$ cat src/rtl/nv_nvdla_cacc_mac_pair_align_pkg.sv
// Shared widths, pd tag bit positions and the per-half FIFO entry layout
// used by the CACC MAC pair alignment stage.
package nv_nvdla_cacc_mac_pair_align_pkg;

  localparam int CMAC_ATOMK_HALF   = 8;
  localparam int CMAC_RESULT_WIDTH = 19;
  localparam int PD_WIDTH          = 9;
  localparam int PD_STRIPE_END     = 7;
  localparam int PD_LAYER_END      = 8;
  localparam int HALF_DATA_W       = CMAC_ATOMK_HALF * CMAC_RESULT_WIDTH;

  typedef struct packed {
    logic [CMAC_ATOMK_HALF-1:0] mask;
    logic                       mode;
    logic [PD_WIDTH-1:0]        pd;
    logic [HALF_DATA_W-1:0]     data;
  } half_entry_t;

  localparam int ENTRY_W = $bits(half_entry_t);

endpackage

$ cat src/rtl/nv_nvdla_cacc_pair_fifo.sv
// Flop-based sync FIFO, head visible combinationally; one-cycle write-to-level latency.
// No backpressure: a push to a full FIFO is taken only when a pop happens in the same cycle.
module nv_nvdla_cacc_pair_fifo #(
  parameter int WIDTH = 8,
  parameter int DEPTH = 4
) (
  input  logic                   clk,
  input  logic                   rst_n,
  input  logic                   push,
  input  logic                   pop,
  input  logic [WIDTH-1:0]       wr_dat,
  output logic [WIDTH-1:0]       rd_dat,
  output logic                   full,
  output logic                   empty,
  output logic [$clog2(DEPTH):0] level
);

  localparam int AW = $clog2(DEPTH);
  localparam int LW = AW + 1;

  logic [WIDTH-1:0] mem_q [DEPTH];
  logic [AW-1:0]    wr_ptr_q, wr_ptr_d;
  logic [AW-1:0]    rd_ptr_q, rd_ptr_d;
  logic [LW-1:0]    level_q, level_d;
  logic             pop_ok, push_ok;

  assign full    = (level_q == LW'(DEPTH));
  assign empty   = (level_q == '0);
  assign pop_ok  = pop && !empty;
  assign push_ok = push && (!full || pop_ok);
  assign rd_dat  = mem_q[rd_ptr_q];
  assign level   = level_q;

  always_comb begin
    wr_ptr_d = wr_ptr_q;
    rd_ptr_d = rd_ptr_q;
    level_d  = level_q;
    if (push_ok) wr_ptr_d = wr_ptr_q + AW'(1);
    if (pop_ok)  rd_ptr_d = rd_ptr_q + AW'(1);
    case ({push_ok, pop_ok})
      2'b10:   level_d = level_q + LW'(1);
      2'b01:   level_d = level_q - LW'(1);
      default: level_d = level_q;
    endcase
  end

  always_ff @(posedge clk or negedge rst_n) begin
    if (!rst_n) begin
      wr_ptr_q <= '0;
      rd_ptr_q <= '0;
      level_q  <= '0;
    end else begin
      wr_ptr_q <= wr_ptr_d;
      rd_ptr_q <= rd_ptr_d;
      level_q  <= level_d;
    end
  end

  // Storage is never read before being written, so it needs no reset.
  always_ff @(posedge clk) begin
    if (push_ok) mem_q[wr_ptr_q] <= wr_dat;
  end

endmodule

$ cat src/rtl/nv_nvdla_cacc_mac_pair_align.sv
// Pairs cmac_a/cmac_b half results into one lane-aligned accumulator entry; 2-edge latency, 1/cycle.
// No backpressure on either side: dropped pushes and tag mismatches raise sticky error flags.
module nv_nvdla_cacc_mac_pair_align
  import nv_nvdla_cacc_mac_pair_align_pkg::*;
#(
  parameter int DEPTH = 4
) (
  input  logic                         nvdla_core_clk,
  input  logic                         nvdla_core_rstn,
  input  logic                         mac_a_pvld,
  input  logic [CMAC_ATOMK_HALF-1:0]   mac_a_mask,
  input  logic                         mac_a_mode,
  input  logic [HALF_DATA_W-1:0]       mac_a_data,
  input  logic [PD_WIDTH-1:0]          mac_a_pd,
  input  logic                         mac_b_pvld,
  input  logic [CMAC_ATOMK_HALF-1:0]   mac_b_mask,
  input  logic                         mac_b_mode,
  input  logic [HALF_DATA_W-1:0]       mac_b_data,
  input  logic [PD_WIDTH-1:0]          mac_b_pd,
  input  logic                         err_clr,
  output logic                         accu_pvld,
  output logic [2*CMAC_ATOMK_HALF-1:0] accu_mask,
  output logic                         accu_mode,
  output logic [2*HALF_DATA_W-1:0]     accu_data,
  output logic [PD_WIDTH-1:0]          accu_pd,
  output logic                         err_overflow,
  output logic                         err_mismatch,
  output logic [15:0]                  stripe_cnt,
  output logic [$clog2(DEPTH):0]       fifo_a_lvl,
  output logic [$clog2(DEPTH):0]       fifo_b_lvl
);

  half_entry_t a_in, b_in, a_head, b_head;
  logic        a_full, a_empty, b_full, b_empty;
  logic        pop;

  logic                         accu_pvld_q, accu_pvld_d;
  logic [2*CMAC_ATOMK_HALF-1:0] accu_mask_q, accu_mask_d;
  logic                         accu_mode_q, accu_mode_d;
  logic [2*HALF_DATA_W-1:0]     accu_data_q, accu_data_d;
  logic [PD_WIDTH-1:0]          accu_pd_q, accu_pd_d;
  logic                         err_ovf_q, err_ovf_d;
  logic                         err_mis_q, err_mis_d;
  logic [15:0]                  stripe_cnt_q, stripe_cnt_d;
  logic                         ovf_new, mis_new;

  assign a_in = {mac_a_mask, mac_a_mode, mac_a_pd, mac_a_data};
  assign b_in = {mac_b_mask, mac_b_mode, mac_b_pd, mac_b_data};

  nv_nvdla_cacc_pair_fifo #(.WIDTH(ENTRY_W), .DEPTH(DEPTH)) u_fifo_a (
    .clk    (nvdla_core_clk),
    .rst_n  (nvdla_core_rstn),
    .push   (mac_a_pvld),
    .pop    (pop),
    .wr_dat (a_in),
    .rd_dat (a_head),
    .full   (a_full),
    .empty  (a_empty),
    .level  (fifo_a_lvl)
  );

  nv_nvdla_cacc_pair_fifo #(.WIDTH(ENTRY_W), .DEPTH(DEPTH)) u_fifo_b (
    .clk    (nvdla_core_clk),
    .rst_n  (nvdla_core_rstn),
    .push   (mac_b_pvld),
    .pop    (pop),
    .wr_dat (b_in),
    .rd_dat (b_head),
    .full   (b_full),
    .empty  (b_empty),
    .level  (fifo_b_lvl)
  );

  // Empty flags come from registered levels, so pop never depends on this cycle's pushes.
  assign pop     = !a_empty && !b_empty;
  assign ovf_new = (mac_a_pvld && a_full && !pop) || (mac_b_pvld && b_full && !pop);
  assign mis_new = pop && ((a_head.pd != b_head.pd) || (a_head.mode != b_head.mode));

  always_comb begin
    accu_pvld_d  = pop;
    accu_mask_d  = accu_mask_q;
    accu_mode_d  = accu_mode_q;
    accu_data_d  = accu_data_q;
    accu_pd_d    = accu_pd_q;
    stripe_cnt_d = stripe_cnt_q;
    err_ovf_d    = ovf_new || (err_ovf_q && !err_clr);
    err_mis_d    = mis_new || (err_mis_q && !err_clr);
    if (pop) begin
      accu_mask_d = {b_head.mask, a_head.mask};
      accu_mode_d = a_head.mode;
      accu_data_d = {b_head.data, a_head.data};
      accu_pd_d   = a_head.pd;
      // Layer end restarts the count even when the same entry also ends a stripe.
      if (a_head.pd[PD_LAYER_END])
        stripe_cnt_d = '0;
      else if (a_head.pd[PD_STRIPE_END] && stripe_cnt_q != 16'hFFFF)
        stripe_cnt_d = stripe_cnt_q + 16'd1;
    end
  end

  always_ff @(posedge nvdla_core_clk or negedge nvdla_core_rstn) begin
    if (!nvdla_core_rstn) begin
      accu_pvld_q  <= 1'b0;
      accu_mask_q  <= '0;
      accu_mode_q  <= 1'b0;
      accu_data_q  <= '0;
      accu_pd_q    <= '0;
      err_ovf_q    <= 1'b0;
      err_mis_q    <= 1'b0;
      stripe_cnt_q <= '0;
    end else begin
      accu_pvld_q  <= accu_pvld_d;
      accu_mask_q  <= accu_mask_d;
      accu_mode_q  <= accu_mode_d;
      accu_data_q  <= accu_data_d;
      accu_pd_q    <= accu_pd_d;
      err_ovf_q    <= err_ovf_d;
      err_mis_q    <= err_mis_d;
      stripe_cnt_q <= stripe_cnt_d;
    end
  end

  assign accu_pvld    = accu_pvld_q;
  assign accu_mask    = accu_mask_q;
  assign accu_mode    = accu_mode_q;
  assign accu_data    = accu_data_q;
  assign accu_pd      = accu_pd_q;
  assign err_overflow = err_ovf_q;
  assign err_mismatch = err_mis_q;
  assign stripe_cnt   = stripe_cnt_q;

endmodule

$ cat config.mk
export PLATFORM = sky130hd
export DESIGN_NAME = nv_nvdla_cacc_mac_pair_align
export DESIGN_NICKNAME = d
export VERILOG_FILES = /design/src/rtl/nv_nvdla_cacc_mac_pair_align_pkg.sv /design/src/rtl/nv_nvdla_cacc_pair_fifo.sv /design/src/rtl/nv_nvdla_cacc_mac_pair_align.sv
export SDC_FILE = /design/constraint.sdc
export NUM_CORES = 2
export LEC_CHECK = 0
export BUFFER_PORTS_ARGS = -buffer_cell sky130_fd_sc_hd__buf_2
export CORE_MARGIN = 2
export CORE_UTILIZATION = 52
export DETAILED_ROUTE_END_ITERATION = 6
export PLACE_DENSITY = 0.84
export SETUP_SLACK_MARGIN = 0.3
export SLEW_MARGIN = 20
export SYNTH_ARGS = -nofsm -noshare
export SYNTH_HDL_FRONTEND = slang
export SYNTH_SLANG_ARGS = --single-unit
export TNS_END_PERCENT = 10
$ cat constraint.sdc
create_clock -name nvdla_core_clk -period 5.55 [get_ports nvdla_core_clk]
set_input_delay 1.3875 -clock nvdla_core_clk [delete_from_list [all_inputs] [get_ports nvdla_core_clk]]
set_output_delay 1.3875 -clock nvdla_core_clk [all_outputs]
set_load 0.05 [all_outputs]
==> qor.csv <==
metric;value;unit
total chip power;0.0479;W
initial core utilization;52.5;%
EDFF count, synth;1360;
router iterations before antenna repair;5;
CTS Hold Buffers Added;0;
IO buf count;699;
Placeable Area;120000;um2
clk root buf;clkbuf_16;
Routed Wire Length;157000;um
Yosys warning count;0;
Setup TNS;0;ns
Iter 0 DRT Violations;3212;
period utilization;54.2;%
Synth Area in Compound Gates;0.326;%
post-synthesis xor/xnor area fraction;0.389;%
largest cells by area after synthesis;edfxtp_1 (65%), dfrtp_1 (14%), mux4_2 (12%);
CTS tree;built;
vias in the first global route;35675;
Worst Max-Slew Pin Slew;1.00;ns
initial antenna violation count;94;
Num CTS Buffers;170;
crit path capture type;register;
filler instances;8041;
synth unique cells;40;
ys flop type;edfxtp_1;
max-cap viol count;0;
adder-cell area share of the yosys netlist;0.282;%
register area;49900;um2
mux cell area share after synthesis;12.2;%
I/O pin total;700;
Peak VDD IR;0.545;mV
register area share after synthesis;79.2;%
fraction of layout cells with a size suffix above 1;31.8;%
clock slew seen by the registers of the worst setup and hold paths;0.06;ns
Crit Path Class;input pin to register;
critical path required time;5.99;ns
crit start category;input pin;
status;completed;
Pwr per Cell Area;642;nW/um2
P_leak;28.3;nW
RSZ-0062 raised after global routing;false;
post-cts resize count;0;
area fraction of the dominant cell type after synthesis;64.8;%
Setup Slack @ Placement;1.74;ns
Post-Syn Area;63000;um2
clock latency on the worst-skew pair;0.82;ns
DRC Markers;0;
ys async rst share;21.1;%
area grow syn2layout;18.3;%
largest net degree at the start of global routing;175;
CP cell instances;buf_2 -> a21boi_1 -> and2_4 -> buf_12;
Synth area leader;edfxtp_1;
routed len/inst;26.2;um
skew final;0.0441;ns
Final ANT Viol Nets;0;
Hold Violations, Final;0;
Max Fclk;0.333;GHz
Setup Fix Bufs, Post-CTS;0;
DIE AREA;124000;um2
syn avg cell area;18.7;um2
# setup viols final;0;
CP arrival;3.44;ns
#FFs+latches synth;1723;
routed vias/inst;5.72;
relative slew slack;33.3;%
Core Util, Final;62.1;%
Vias;34236;
CP Max Fanout;58;
Rows;127;
Sink Count;1723;
Max Root-Sink Buffers;3;
simple-gate share of the synthesized area;6.49;%
largest family of logic cells by synthesized area;multiplexers;
Final WS setup;2.54;ns
Final min period;3.01;ns
Nets;4496;
syn_nets;3723;
Synth Instances;3365;
CP max-delay cell;and2_4;
GRT Util Overall;24.9;%
H-tree levels;4;
global-route wire length before repair;229000;um
Critical Path Max Stage Delay;0.80;ns
hpwl dp;92600;um
Overflow after GRT;0;
die width;352;um
GPL Wtd Cong;0.824;
multi-input logic area;12400;um2
hold crit path type;register to register;
max-slew violations;0;
die span in y;352;um
==> synthesized netlist by cell type, types with 2 or more instances <==
cell,instances
a211oi_1,2
a21boi_1,2
a21oi_1,9
and2_1,11
and3_1,5
and4_1,2
buf_1,15
buf_2,48
clkbuf_1,89
dfrtp_1,363
edfxtp_1,1360
fa_1,2
ha_1,11
inv_1,17
mux4_1,6
mux4_2,334
nand2_1,1002
nand3_1,6
nand4_1,7
nor2_1,9
nor2b_1,2
nor3_1,2
o21ai_0,9
o31ai_1,3
or3_1,7
or4_1,2
xnor2_1,22
xor2_1,6
==> through the flow <==
| stage | hold WS [ns] | std cells | area, um2 |
|---|---|---|---|
| global route | 0.486 | 5977 | 74600 |
| global placement | 0.453 | 5577 | 68600 |
| detailed placement | 0.456 | 5577 | 68600 |
| floorplan | 0.580 | 3365 | 63000 |
| CTS | 0.470 | 5897 | 74300 |
| finish | 0.467 | 5985 | 74600 |
==> registers in the layout (all words and copies together) (netlist names), 3 cells and up <==
name	flops
accu_data	304
accu_mask	16
accu_pd	9
stripe_cnt	16
u_fifo_a.level	3
u_fifo_a.mem_q	680
u_fifo_b.level	3
u_fifo_b.mem_q	680
==> placed cells by master (no fill, tap or decap), types with 3 or more instances in the layout <==
| master | Yosys | final |
|---|---|---|
| and3_1 | 5 | 5 |
| clkinv_2 | 0 | 28 |
| edfxtp_1 | 1360 | 1360 |
| mux4_2 | 334 | 334 |
| nand4_1 | 7 | 7 |
| clkinv_16 | 0 | 5 |
| inv_16 | 0 | 3 |
| clkbuf_8 | 0 | 22 |
| nand3_1 | 6 | 6 |
| dfrtp_4 | 0 | 4 |
| inv_6 | 0 | 6 |
| nor2_1 | 9 | 9 |
| and2_1 | 11 | 3 |
| clkbuf_16 | 0 | 172 |
| bufinv_16 | 0 | 12 |
| inv_1 | 17 | 17 |
| a21oi_1 | 9 | 9 |
| buf_2 | 48 | 698 |
| buf_12 | 0 | 20 |
| o21ai_0 | 9 | 9 |
| xnor2_1 | 22 | 22 |
| dfrtp_1 | 363 | 359 |
| mux4_1 | 6 | 6 |
| xor2_1 | 6 | 6 |
| clkbuf_1 | 89 | 42 |
| or3_1 | 7 | 7 |
| ha_1 | 11 | 11 |
| o31ai_1 | 3 | 3 |
| diode_2 | 0 | 87 |
| clkinvlp_4 | 0 | 8 |
| clkinv_1 | 0 | 18 |
| and2_4 | 0 | 8 |
| buf_4 | 0 | 33 |
| nand2_1 | 1002 | 1001 |
==> critical path: cells and delay by family <==
| family | cells | cell delay [ns] |
|---|---|---|
| AOI/OAI and AO/OA | 1 | 0.62 |
| buffers and inverters | 2 | 0.53 |
| and+or+nand+nor | 1 | 0.80 |
==> final cells by class <==
| class | instances | share of cell area (%) |
|---|---|---|
| diodes | 87 | 0.292 |
| well taps | 1612 | 2.70 |
| clock buffers | 236 | 6.39 |
| multi-input cells | 1471 | 16.7 |
| inverters | 18 | 0.101 |
| flip-flops and latches | 1723 | 67.0 |
| clock inverters | 84 | 1.26 |
| repair buffers | 754 | 5.62 |
==> routing by layer <==
metal | track usage [%] | wire length (um) | vias to the layer above | part of all wire [%]
li1 | - | - | 14322 | -
met1 | 29.8 | 54500 | 17520 | 35
met2 | 39.8 | 78600 | 1819 | 50
met3 | 5.28 | 11100 | 553 | 7.1
met4 | 19.2 | 12700 | 22 | 8.1
met5 | 0 | 138 | - | 0.088
==> report_power, final <==
| part | switching (W) | internal (W) | total [W] |
|---|---|---|---|
| clock network | 0.00498 | 0.00664 | 0.0116 |
| logic | 0.0119 | 0.00509 | 0.0170 |
| registers | 0.00170 | 0.0176 | 0.0193 |
==> path summary, 6_finish.rpt <==
| path | cells past startpoint | slack, ns | to | start |
|---|---|---|---|---|
| hold / removal | 2 | 0.47 | accu_data[51] | accu_data[51] |
| hold reg to reg | 2 | 0.47 | accu_data[51] | accu_data[51] |
| min in group asynchronous | 1 | 0.65 | accu_data[53] | nvdla_core_rstn |
| setup / recovery | 4 | 2.54 | u_fifo_b.mem_q[1][12] | mac_b_pvld |
| setup reg to reg | 6 | 2.60 | accu_data[5] | u_fifo_b.level[0] |
| max in group asynchronous | 2 | 3.72 | u_fifo_a.rd_ptr_q[0] | nvdla_core_rstn |
==> logic make-up (layout without fill, tap and decap cells) <==
group / after synthesis / in the layout
flops: 1723 / 1723
simple gates: 1058 / 1058
mux: 341 / 341
buf+inv: 171 / 1092
compound gates: 31 / 31
xor+xnor: 28 / 28
fa+ha+maj: 13 / 13
other cells: 0 / 87
No activity file was read; power rests on OpenSTA's default activity.
